--- src/rtl/mem_arbiter.sv ---
// Shared-RAM arbiter for CPUS cores, each with an I-port and a D-port.
// D-requests beat I-requests; cores are scanned round-robin from rr.
module mem_arbiter #(
    parameter  int CPUS = 2,
    localparam int GW   = (CPUS > 1) ? $clog2(CPUS) : 1
) (
    input  logic                 CLK,
    input  logic                 nRST,
    input  logic [CPUS-1:0]      iREN,
    input  logic [32*CPUS-1:0]   iaddr,
    output logic [CPUS-1:0]      iwait,
    output logic [32*CPUS-1:0]   iload,
    input  logic [CPUS-1:0]      dREN,
    input  logic [CPUS-1:0]      dWEN,
    input  logic [32*CPUS-1:0]   daddr,
    input  logic [32*CPUS-1:0]   dstore,
    output logic [CPUS-1:0]      dwait,
    output logic [32*CPUS-1:0]   dload,
    output logic                 ramREN,
    output logic                 ramWEN,
    output logic [31:0]          ramaddr,
    output logic [31:0]          ramstore,
    input  logic [31:0]          ramload,
    input  logic [1:0]           ramstate,
    output logic [7:0]           err_count,
    output logic                 dbg_state,
    output logic [GW-1:0]        dbg_gcore,
    output logic                 dbg_gdata,
    output logic [GW-1:0]        dbg_rr
);

    localparam logic [1:0] RAM_ACCESS = 2'd2;
    localparam logic [1:0] RAM_ERROR  = 2'd3;

    typedef enum logic {IDLE = 1'b0, GRANT = 1'b1} state_t;

    state_t        state, state_next;
    logic [GW-1:0] gcore, gcore_next;
    logic          gdata, gdata_next;
    logic [GW-1:0] rr, rr_next;
    logic [7:0]    err_q, err_next;

    logic [CPUS-1:0] dreq, ireq;
    logic [CPUS-1:0] rot_d, rot_i;
    logic            d_found, i_found;
    int              d_off, i_off;
    int              pos;
    logic            sel_valid, sel_data;
    logic [GW-1:0]   sel_core;

    logic            g_iren, g_dren, g_dwen, g_req;
    logic [31:0]     g_iaddr, g_daddr, g_dstore;

    assign dreq = dREN | dWEN;
    assign ireq = iREN;

    // Rotating the request vectors by rr turns the round-robin scan into a
    // fixed lowest-bit-first search.
    assign rot_d = CPUS'({dreq, dreq} >> rr);
    assign rot_i = CPUS'({ireq, ireq} >> rr);

    always_comb begin
        d_found   = 1'b0;
        i_found   = 1'b0;
        d_off     = 0;
        i_off     = 0;
        pos       = 0;
        sel_valid = 1'b0;
        sel_data  = 1'b0;
        sel_core  = '0;
        for (int j = 0; j < CPUS; j++) begin
            if (!d_found && rot_d[j]) begin
                d_found = 1'b1;
                d_off   = j;
            end
            if (!i_found && rot_i[j]) begin
                i_found = 1'b1;
                i_off   = j;
            end
        end
        if (d_found) begin
            sel_valid = 1'b1;
            sel_data  = 1'b1;
            pos       = int'(rr) + d_off;
        end else if (i_found) begin
            sel_valid = 1'b1;
            pos       = int'(rr) + i_off;
        end
        if (pos >= CPUS) begin
            pos = pos - CPUS;
        end
        sel_core = GW'(pos);
    end

    // Live inputs of the granted core.
    always_comb begin
        g_iren   = 1'b0;
        g_dren   = 1'b0;
        g_dwen   = 1'b0;
        g_iaddr  = '0;
        g_daddr  = '0;
        g_dstore = '0;
        for (int n = 0; n < CPUS; n++) begin
            if (gcore == GW'(n)) begin
                g_iren   = iREN[n];
                g_dren   = dREN[n];
                g_dwen   = dWEN[n];
                g_iaddr  = iaddr[32*n +: 32];
                g_daddr  = daddr[32*n +: 32];
                g_dstore = dstore[32*n +: 32];
            end
        end
    end

    assign g_req = gdata ? (g_dren | g_dwen) : g_iren;

    always_ff @(posedge CLK or negedge nRST) begin
        if (!nRST) begin
            state <= IDLE;
            gcore <= '0;
            gdata <= 1'b0;
            rr    <= '0;
            err_q <= '0;
        end else begin
            state <= state_next;
            gcore <= gcore_next;
            gdata <= gdata_next;
            rr    <= rr_next;
            err_q <= err_next;
        end
    end

    always_comb begin
        state_next = state;
        gcore_next = gcore;
        gdata_next = gdata;
        rr_next    = rr;
        err_next   = err_q;
        ramREN     = 1'b0;
        ramWEN     = 1'b0;
        ramaddr    = '0;
        ramstore   = '0;
        iwait      = '1;
        dwait      = '1;
        case (state)
            IDLE: begin
                if (sel_valid) begin
                    state_next = GRANT;
                    gcore_next = sel_core;
                    gdata_next = sel_data;
                end
            end
            GRANT: begin
                ramREN   = gdata ? g_dren : g_iren;
                ramWEN   = gdata ? g_dwen : 1'b0;
                ramaddr  = gdata ? g_daddr : g_iaddr;
                ramstore = gdata ? g_dstore : 32'd0;
                if (ramstate == RAM_ACCESS) begin
                    for (int n = 0; n < CPUS; n++) begin
                        if (gcore == GW'(n)) begin
                            if (gdata) begin
                                dwait[n] = 1'b0;
                            end else begin
                                iwait[n] = 1'b0;
                            end
                        end
                    end
                    state_next = IDLE;
                    if (int'(gcore) == CPUS - 1) begin
                        rr_next = '0;
                    end else begin
                        rr_next = gcore + GW'(1);
                    end
                end else if (!g_req) begin
                    // Requester withdrew: release without ack or rr advance.
                    state_next = IDLE;
                end
                if (ramstate == RAM_ERROR && err_q != 8'hFF) begin
                    err_next = err_q + 8'd1;
                end
            end
            default: state_next = IDLE;
        endcase
    end

    assign iload     = {CPUS{ramload}};
    assign dload     = {CPUS{ramload}};
    assign err_count = err_q;
    assign dbg_state = state;
    assign dbg_gcore = gcore;
    assign dbg_gdata = gdata;
    assign dbg_rr    = rr;

endmodule

--- config.mk ---
export PLATFORM = sky130hd
export DESIGN_NAME = mem_arbiter
export DESIGN_NICKNAME = d
export VERILOG_FILES = /design/src/rtl/mem_arbiter.sv
export SDC_FILE = /design/constraint.sdc
export NUM_CORES = 1
export LEC_CHECK = 0
export ABC_AREA = 1
export ABC_CLOCK_PERIOD_IN_PS = 2000
export BUFFER_PORTS_ARGS = -buffer_cell sky130_fd_sc_hd__buf_4
export CELL_PAD_IN_SITES_DETAIL_PLACEMENT = 0
export CELL_PAD_IN_SITES_GLOBAL_PLACEMENT = 1
export CORE_AREA = 2 2 170 172
export DETAILED_ROUTE_END_ITERATION = 12
export DIE_AREA = 0 0 172 174
export PLACE_DENSITY_LB_ADDON = 0.12
export RECOVER_POWER = 50
export SLEW_MARGIN = 20
export SYNTH_ARGS = -nofsm -noshare
export SYNTH_HDL_FRONTEND = slang
export SYNTH_SLANG_ARGS = --single-unit
--- constraint.sdc ---
create_clock -name CLK -period 2 [get_ports CLK]
set_input_delay 0.1 -clock CLK [delete_from_list [all_inputs] [get_ports CLK]]
set_output_delay 0.1 -clock CLK [all_outputs]
set_load 0.01 [all_outputs]
==> results.cfg, run 1 <==
[worst_setup_path]
crit_required_ns = 1.90
crit_chain = clkinv_2 > buf_12 > o21ai_0 > a21oi_1 > buf_4
r2r_start = dbg_gcore$_DFFE_PN0P_
rrSetupSlack_ns = 0.51
r2r-end = dbg_state$_DFF_PN0_
path_depth = 5
worstSetupPathType = flop to primary output
cpMaxStageDelayCell = dfrtp_4
cp_top_family = buffers and inverters
cp-end-kind = primary output
max_stage_delay_ns = 0.51
critPathLaunchType = flop
path_max_fanout = 64
rr_worst_depth = 9
endpoint = ramaddr[1]
critPathLaunch = dbg_gcore$_DFFE_PN0P_
cp.arrival_ns = 1.75
worst-path-buf-inv = 3

[synthesis]
synthCells = 601
yosys_warnings = 0
synthFlopType = dfrtp_1
seq_area_frac_synth_pct = 9.094
synth_edf_count = 0
synth.top_cell.area_share_pct = 29.56
syn_avg_cell_area_sq_um = 5.494
yosys-top-cells-count = nor2_1 (197), buf_4 (130), o21ai_0 (61)
synth_cell_types = 27
synth-async-reset-ratio_pct = 100.0
mappedNetlistNets = 836
synth-seq-cells = 12
synth.most_common_cell = nor2_1
synth_area_leader_cell = buf_4
synthTopCellsByArea = buf_4 (30%), nor2_1 (22%), o21ai_0 (9.2%)
syn_area_sq_mm = 0.003302

[clock_tree]
cts_sinks = 12
cts_tree = built
post_cts_buffers = 0
clockBufferDepth = 2
htree_levels = 1
root_buffer = clkbuf_16
numCtsBuffers = 3
clk_pin_slew_ns = 0.04
clk_latency_ns = 0.24

[power_and_ir_drop]
power_leakage_nw = 2.496
vdd_drop_max_mv = 0.3867
total_power_mw = 6.038
power.density_mw_per_mm2 = 1209

[global_routing]
overflow = 0
grt_pass1_vias = 4391
antenna_found_initial = 1
grt_max_degree = 65
grt_pass1_wl_um = 25390
track_usage_pct = 10.87

[finish]
area_growth_pct = 51.27
fin_nets = 973
layout.cells.non_filler = 1122
drive_above_1_share_pct = 42.20

[drt]
routed_wirelength_um = 17310
drc = 0
dr.pass1.iters = 5
ant_nets = 0
via_per_inst = 3.611
via_count = 4052
drt_iter0_drc = 83
routedWlPerCell_um = 15.43

[floorplanning]
fp.dieW_um = 172
rows = 62
start_util_pct = 11.69
coreArea_sq_mm = 0.02824
die_h_um = 174
ios = 444
dieArea_sq_mm = 0.02993

[timing]
finalClockSkew_ns = 0.001668
maxSlewHeadroom_pct = 59.01
fin_setup_tns_ns = 0
rsz0062_at_grt = false
fmax_mhz = 540.4
tightestPinTransition_ns = 0.6084
finalCritPeriodShare_pct = 92.53
finalMaxSlewViolations = 0
fin_crit_ns = 1.851
hold_viol_final = 0
finalSetupViolCount = 0

[place]
detailed_place_hpwl_um = 14000
gp_congestion = 0.8031
port_buffers = 283
dp.cells = 1117

[job]
max_cap_viol_count = 0

[outcome]
status = finished clean

[worst_hold_path]
worst_hold_startpoint = ramload[8]
hold_class = input port to primary output
-- state kept, by name, summed over array words and instances, names as in the netlist --
| register | cells |
|---|---|
| dbg_gcore | 1 |
| dbg_rr | 1 |
| dbg_gdata | 1 |
| dbg_state | 1 |
| err_count | 8 |
-- metal layers --
layer  vias to the layer above  global-route usage [%]  share of wire [%]  wire [um]
met2                       170                   19.80                 49       8430
met5                         -                       0                  0          0
met4                         0                   3.746                3.1        536
met1                      1778                   12.42                 40       6893
met3                        58                   2.277                8.4       1448
li1                       2046                       -                  -          -
-- worst min path at each step --
stage / slack [ns] / cells past startpoint / end
after detailed placement: -0.04 / 1 / err_count[4]$_DFFE_PN0P_
after floorplan: -0.20 / 0 / dbg_gcore$_DFFE_PN0P_
after global placement: -0.04 / 1 / err_count[4]$_DFFE_PN0P_
after global routing: 0.20 / 0 / dload[43]
after CTS: 0.20 / 0 / dload[24]
final: 0.20 / 0 / dload[40]
-- cells in the final DEF (no fill, tap or decap), drive strengths merged --
cell and instances:
buf 294, nor2 199, o21ai 69, nand2 49, a21oi 33, nor3 33, inv 24, dfrtp 12
nand3 8, nand4 4, clkbuf 4, xor2 2, diode 1, clkinv 1, or2 1, o22ai 1
xnor2 1, ha 1, dlygate4sd3 1
-- stage by stage --
step | cell area (sq um) | setup WS [ns] | util, % | hold WS, ns
after floorplan | 3302 | 0.6583 | - | -0.1956
after global placement | 4897 | 0.2644 | 17.34 | -0.03941
after detailed placement | 4897 | 0.2722 | 17.34 | -0.04257
after CTS | 4996 | 0.01122 | 17.69 | 0.2002
after global routing | 4992 | 0.006693 | 17.68 | 0.2000
final | 4995 | 0.1495 | 17.69 | 0.2000
-- final cells by class --
cell class / instances / area (sq um)
Inverter: 25 / 95.09
Fill cell: 3345 / 23240
Antenna cell: 1 / 2.502
Clock buffer: 4 / 88.84
Sequential cell: 12 / 305.3
Multi-Input combinational cell: 401 / 1755
Tap cell: 384 / 480.5
Timing Repair Buffer: 295 / 2267
-- where the power goes --
group          switching, mW  total, mW  internal (mW)
Combinational           2.96       5.20           2.24
Clock                  0.104      0.406          0.302
Sequential             0.104      0.432          0.328
-- cell families (layout without fill, tap and decap cells) --
logic type      after synthesis  in the layout  synth area share, %
simple gates                294            294                36.23
buf+inv                     188            324                37.86
compound gates              103            103                15.65
flops                        12             12                9.094
xor+xnor                      3              3               0.7959
fa+ha+maj                     1              1               0.3789
other cells                   0              1                    0
-- timing repair --
action / 4_1_cts / 5_1_grt
gates resized for setup: 0 / 1
endpoints found under the setup margin: 0 / 6
hold buffers: 1 / 0
hold endpoints to repair: 12 / 0
Note: power is estimated with default switching activity, not from simulation.
==> run 2, diff against run 1 <==
--- a/config.mk
+++ b/config.mk
@@ -9,4 +9,5 @@
 export ABC_CLOCK_PERIOD_IN_PS = 2000
 export BUFFER_PORTS_ARGS = -buffer_cell sky130_fd_sc_hd__buf_4
+export CAP_MARGIN = 5
 export CELL_PAD_IN_SITES_DETAIL_PLACEMENT = 0
 export CELL_PAD_IN_SITES_GLOBAL_PLACEMENT = 1
==> constraint.sdc (replaced) <==
create_clock -name CLK -period 2 [get_ports CLK]
set_input_delay 0.1 -clock CLK [delete_from_list [all_inputs] [get_ports CLK]]
set_output_delay 0.1 -clock CLK [all_outputs]
set_load 0.02 [all_outputs]
==> run 2 against run 1 <==
Effect of this change: critical path depth shrank 1; sequential share of layout area is essentially flat; power grew 12%; routed wire length shrank 1.4%; largest cell class unchanged; largest power group unchanged; highest routed layer unchanged.
==> results.cfg, run 2 (synthesized netlist as in run 1, its figures left out) <==
[power_and_ir_drop]
vdd_drop_max_mv = 0.6556
power.density_mw_per_mm2 = 1349
power_leakage_nw = 2.507

[drt]
routedWlPerCell_um = 15.20
dr.pass1.iters = 4
ant_nets = 0
via_per_inst = 3.611
routed_wirelength_um = 17060
via_count = 4055
drt_iter0_drc = 192
drc = 0

[global_routing]
grt_max_degree = 52
grt_pass1_wl_um = 24850
grt_pass1_vias = 4279
overflow = 0
track_usage_pct = 10.70
antenna_found_initial = 0

[floorplanning]
ios = 444
die_h_um = 174
fp.dieW_um = 172
rows = 62
start_util_pct = 11.69
dieArea_sq_mm = 0.02993
coreArea_sq_mm = 0.02824

[job]
max_cap_viol_count = 0

[worst_setup_path]
cp-end-kind = primary output
rr_worst_depth = 9
crit_required_ns = 1.90
endpoint = ramaddr[0]
rrSetupSlack_ns = 0.46
critPathLaunch = dbg_gcore$_DFFE_PN0P_
cp.arrival_ns = 1.73
critPathLaunchType = flop
r2r-end = dbg_state$_DFF_PN0_
r2r_start = dbg_gcore$_DFFE_PN0P_
worstSetupPathType = flop to primary output
path_max_fanout = 7

[timing]
fmax_mhz = 547.6
finalMaxSlewViolations = 0
whs_ns = 0.2000
finalCritPeriodShare_pct = 91.31
finalClockSkew_ns = 0.005249
tightestPinTransition_ns = 0.6720
finalSetupViolCount = 0
maxSlewHeadroom_pct = 54.73
fin_setup_tns_ns = 0
hold_viol_final = 0
rsz0062_at_grt = false
fin_crit_ns = 1.826

[finish]
multiInputGateArea_sq_mm = 0.001755
register_area_sq_um = 305.3
area_growth_pct = 51.65
antenna_cells = 0
layout.cells.non_filler = 1123
largest_reg_flops = 8
fin_nets = 975
mostFrequentLayoutCells = buf_4 (292), nor2_1 (197), o21ai_0 (61), nand2_1 (48), a21oi_1 (32)
drive_above_1_share_pct = 42.35
final_common_cell = buf_4
n_fill_cell = 3396

[place]
port_buffers = 283
dp.cells = 1118
detailed_place_hpwl_um = 13840
gp_congestion = 0.7333

[clock_tree]
clk_pin_slew_ns = 0.04
clk_latency_ns = 0.24
numCtsBuffers = 3
cts_tree = built
post_cts_buffers = 0
root_buffer = clkbuf_16
cts_sinks = 12
clockBufferDepth = 2
htree_levels = 1

[worst_hold_path]
hold_class = input port to primary output

[outcome]
status = finished clean
[run 2: power breakdown]
group / total (mW) / switching (mW) / internal [mW]
combinational: 5.90 / 3.61 / 2.29
sequential: 0.438 / 0.110 / 0.328
clock: 0.414 / 0.111 / 0.303
[run 2: how the worst min path moves through the flow]
| stage | slack [ns] | endpoint | start | cells after the start |
|---|---|---|---|---|
| after global placement | -0.04 | err_count[4]$_DFFE_PN0P_ | nRST | 1 |
| after detailed placement | -0.04 | err_count[5]$_DFFE_PN0P_ | nRST | 1 |
| after floorplan | -0.20 | dbg_gcore$_DFFE_PN0P_ | nRST | 0 |
| final | 0.20 | dload[40] | ramload[8] | 0 |
| after global routing | 0.20 | dload[43] | ramload[11] | 0 |
| after CTS | 0.20 | dload[24] | ramload[24] | 0 |
[run 2: worst max-delay path: stages, from the launching register on]
cell and delay [ns]:
dfrtp_4 0.47, clkinv_2 0.12, o21ai_0 0.57, a21oi_1 0.14, buf_4 0.19
[run 2: routing by layer]
metal	global-route usage, %	vias up	wire, um
met5	0	-	0
met4	3.466	0	483
met3	2.254	52	1471
met2	19.88	169	8602
met1	11.98	1785	6507
li1	-	2049	-
[run 2: area by class of cell]
class	count	share of cell area (%)
Inverter	25	1.899
Multi-Input combinational cell	401	35.06
Sequential cell	12	6.097
Clock buffer	4	1.774
Tap cell	384	9.595
Timing Repair Buffer	297	45.58
[run 2: through the flow]
step | util, % | worst slack (ns) | instance area (sq um) | total power, mW
after global routing | 17.73 | 0.05888 | 5007 | 7.443
final | 17.73 | 0.1738 | 5007 | 6.756
after global placement | 17.37 | 0.3461 | 4905 | 6.540
after floorplan | - | 0.4015 | 3302 | 4.201
after detailed placement | 17.37 | 0.3113 | 4905 | 6.516
after CTS | 17.72 | 0.05021 | 5004 | 6.958
[run 2: timing repair]
action,in CTS,in global routing
gates resized for setup,0,1
hold buffers,1,0
endpoints found under the setup margin,0,1
hold endpoints to repair,12,0
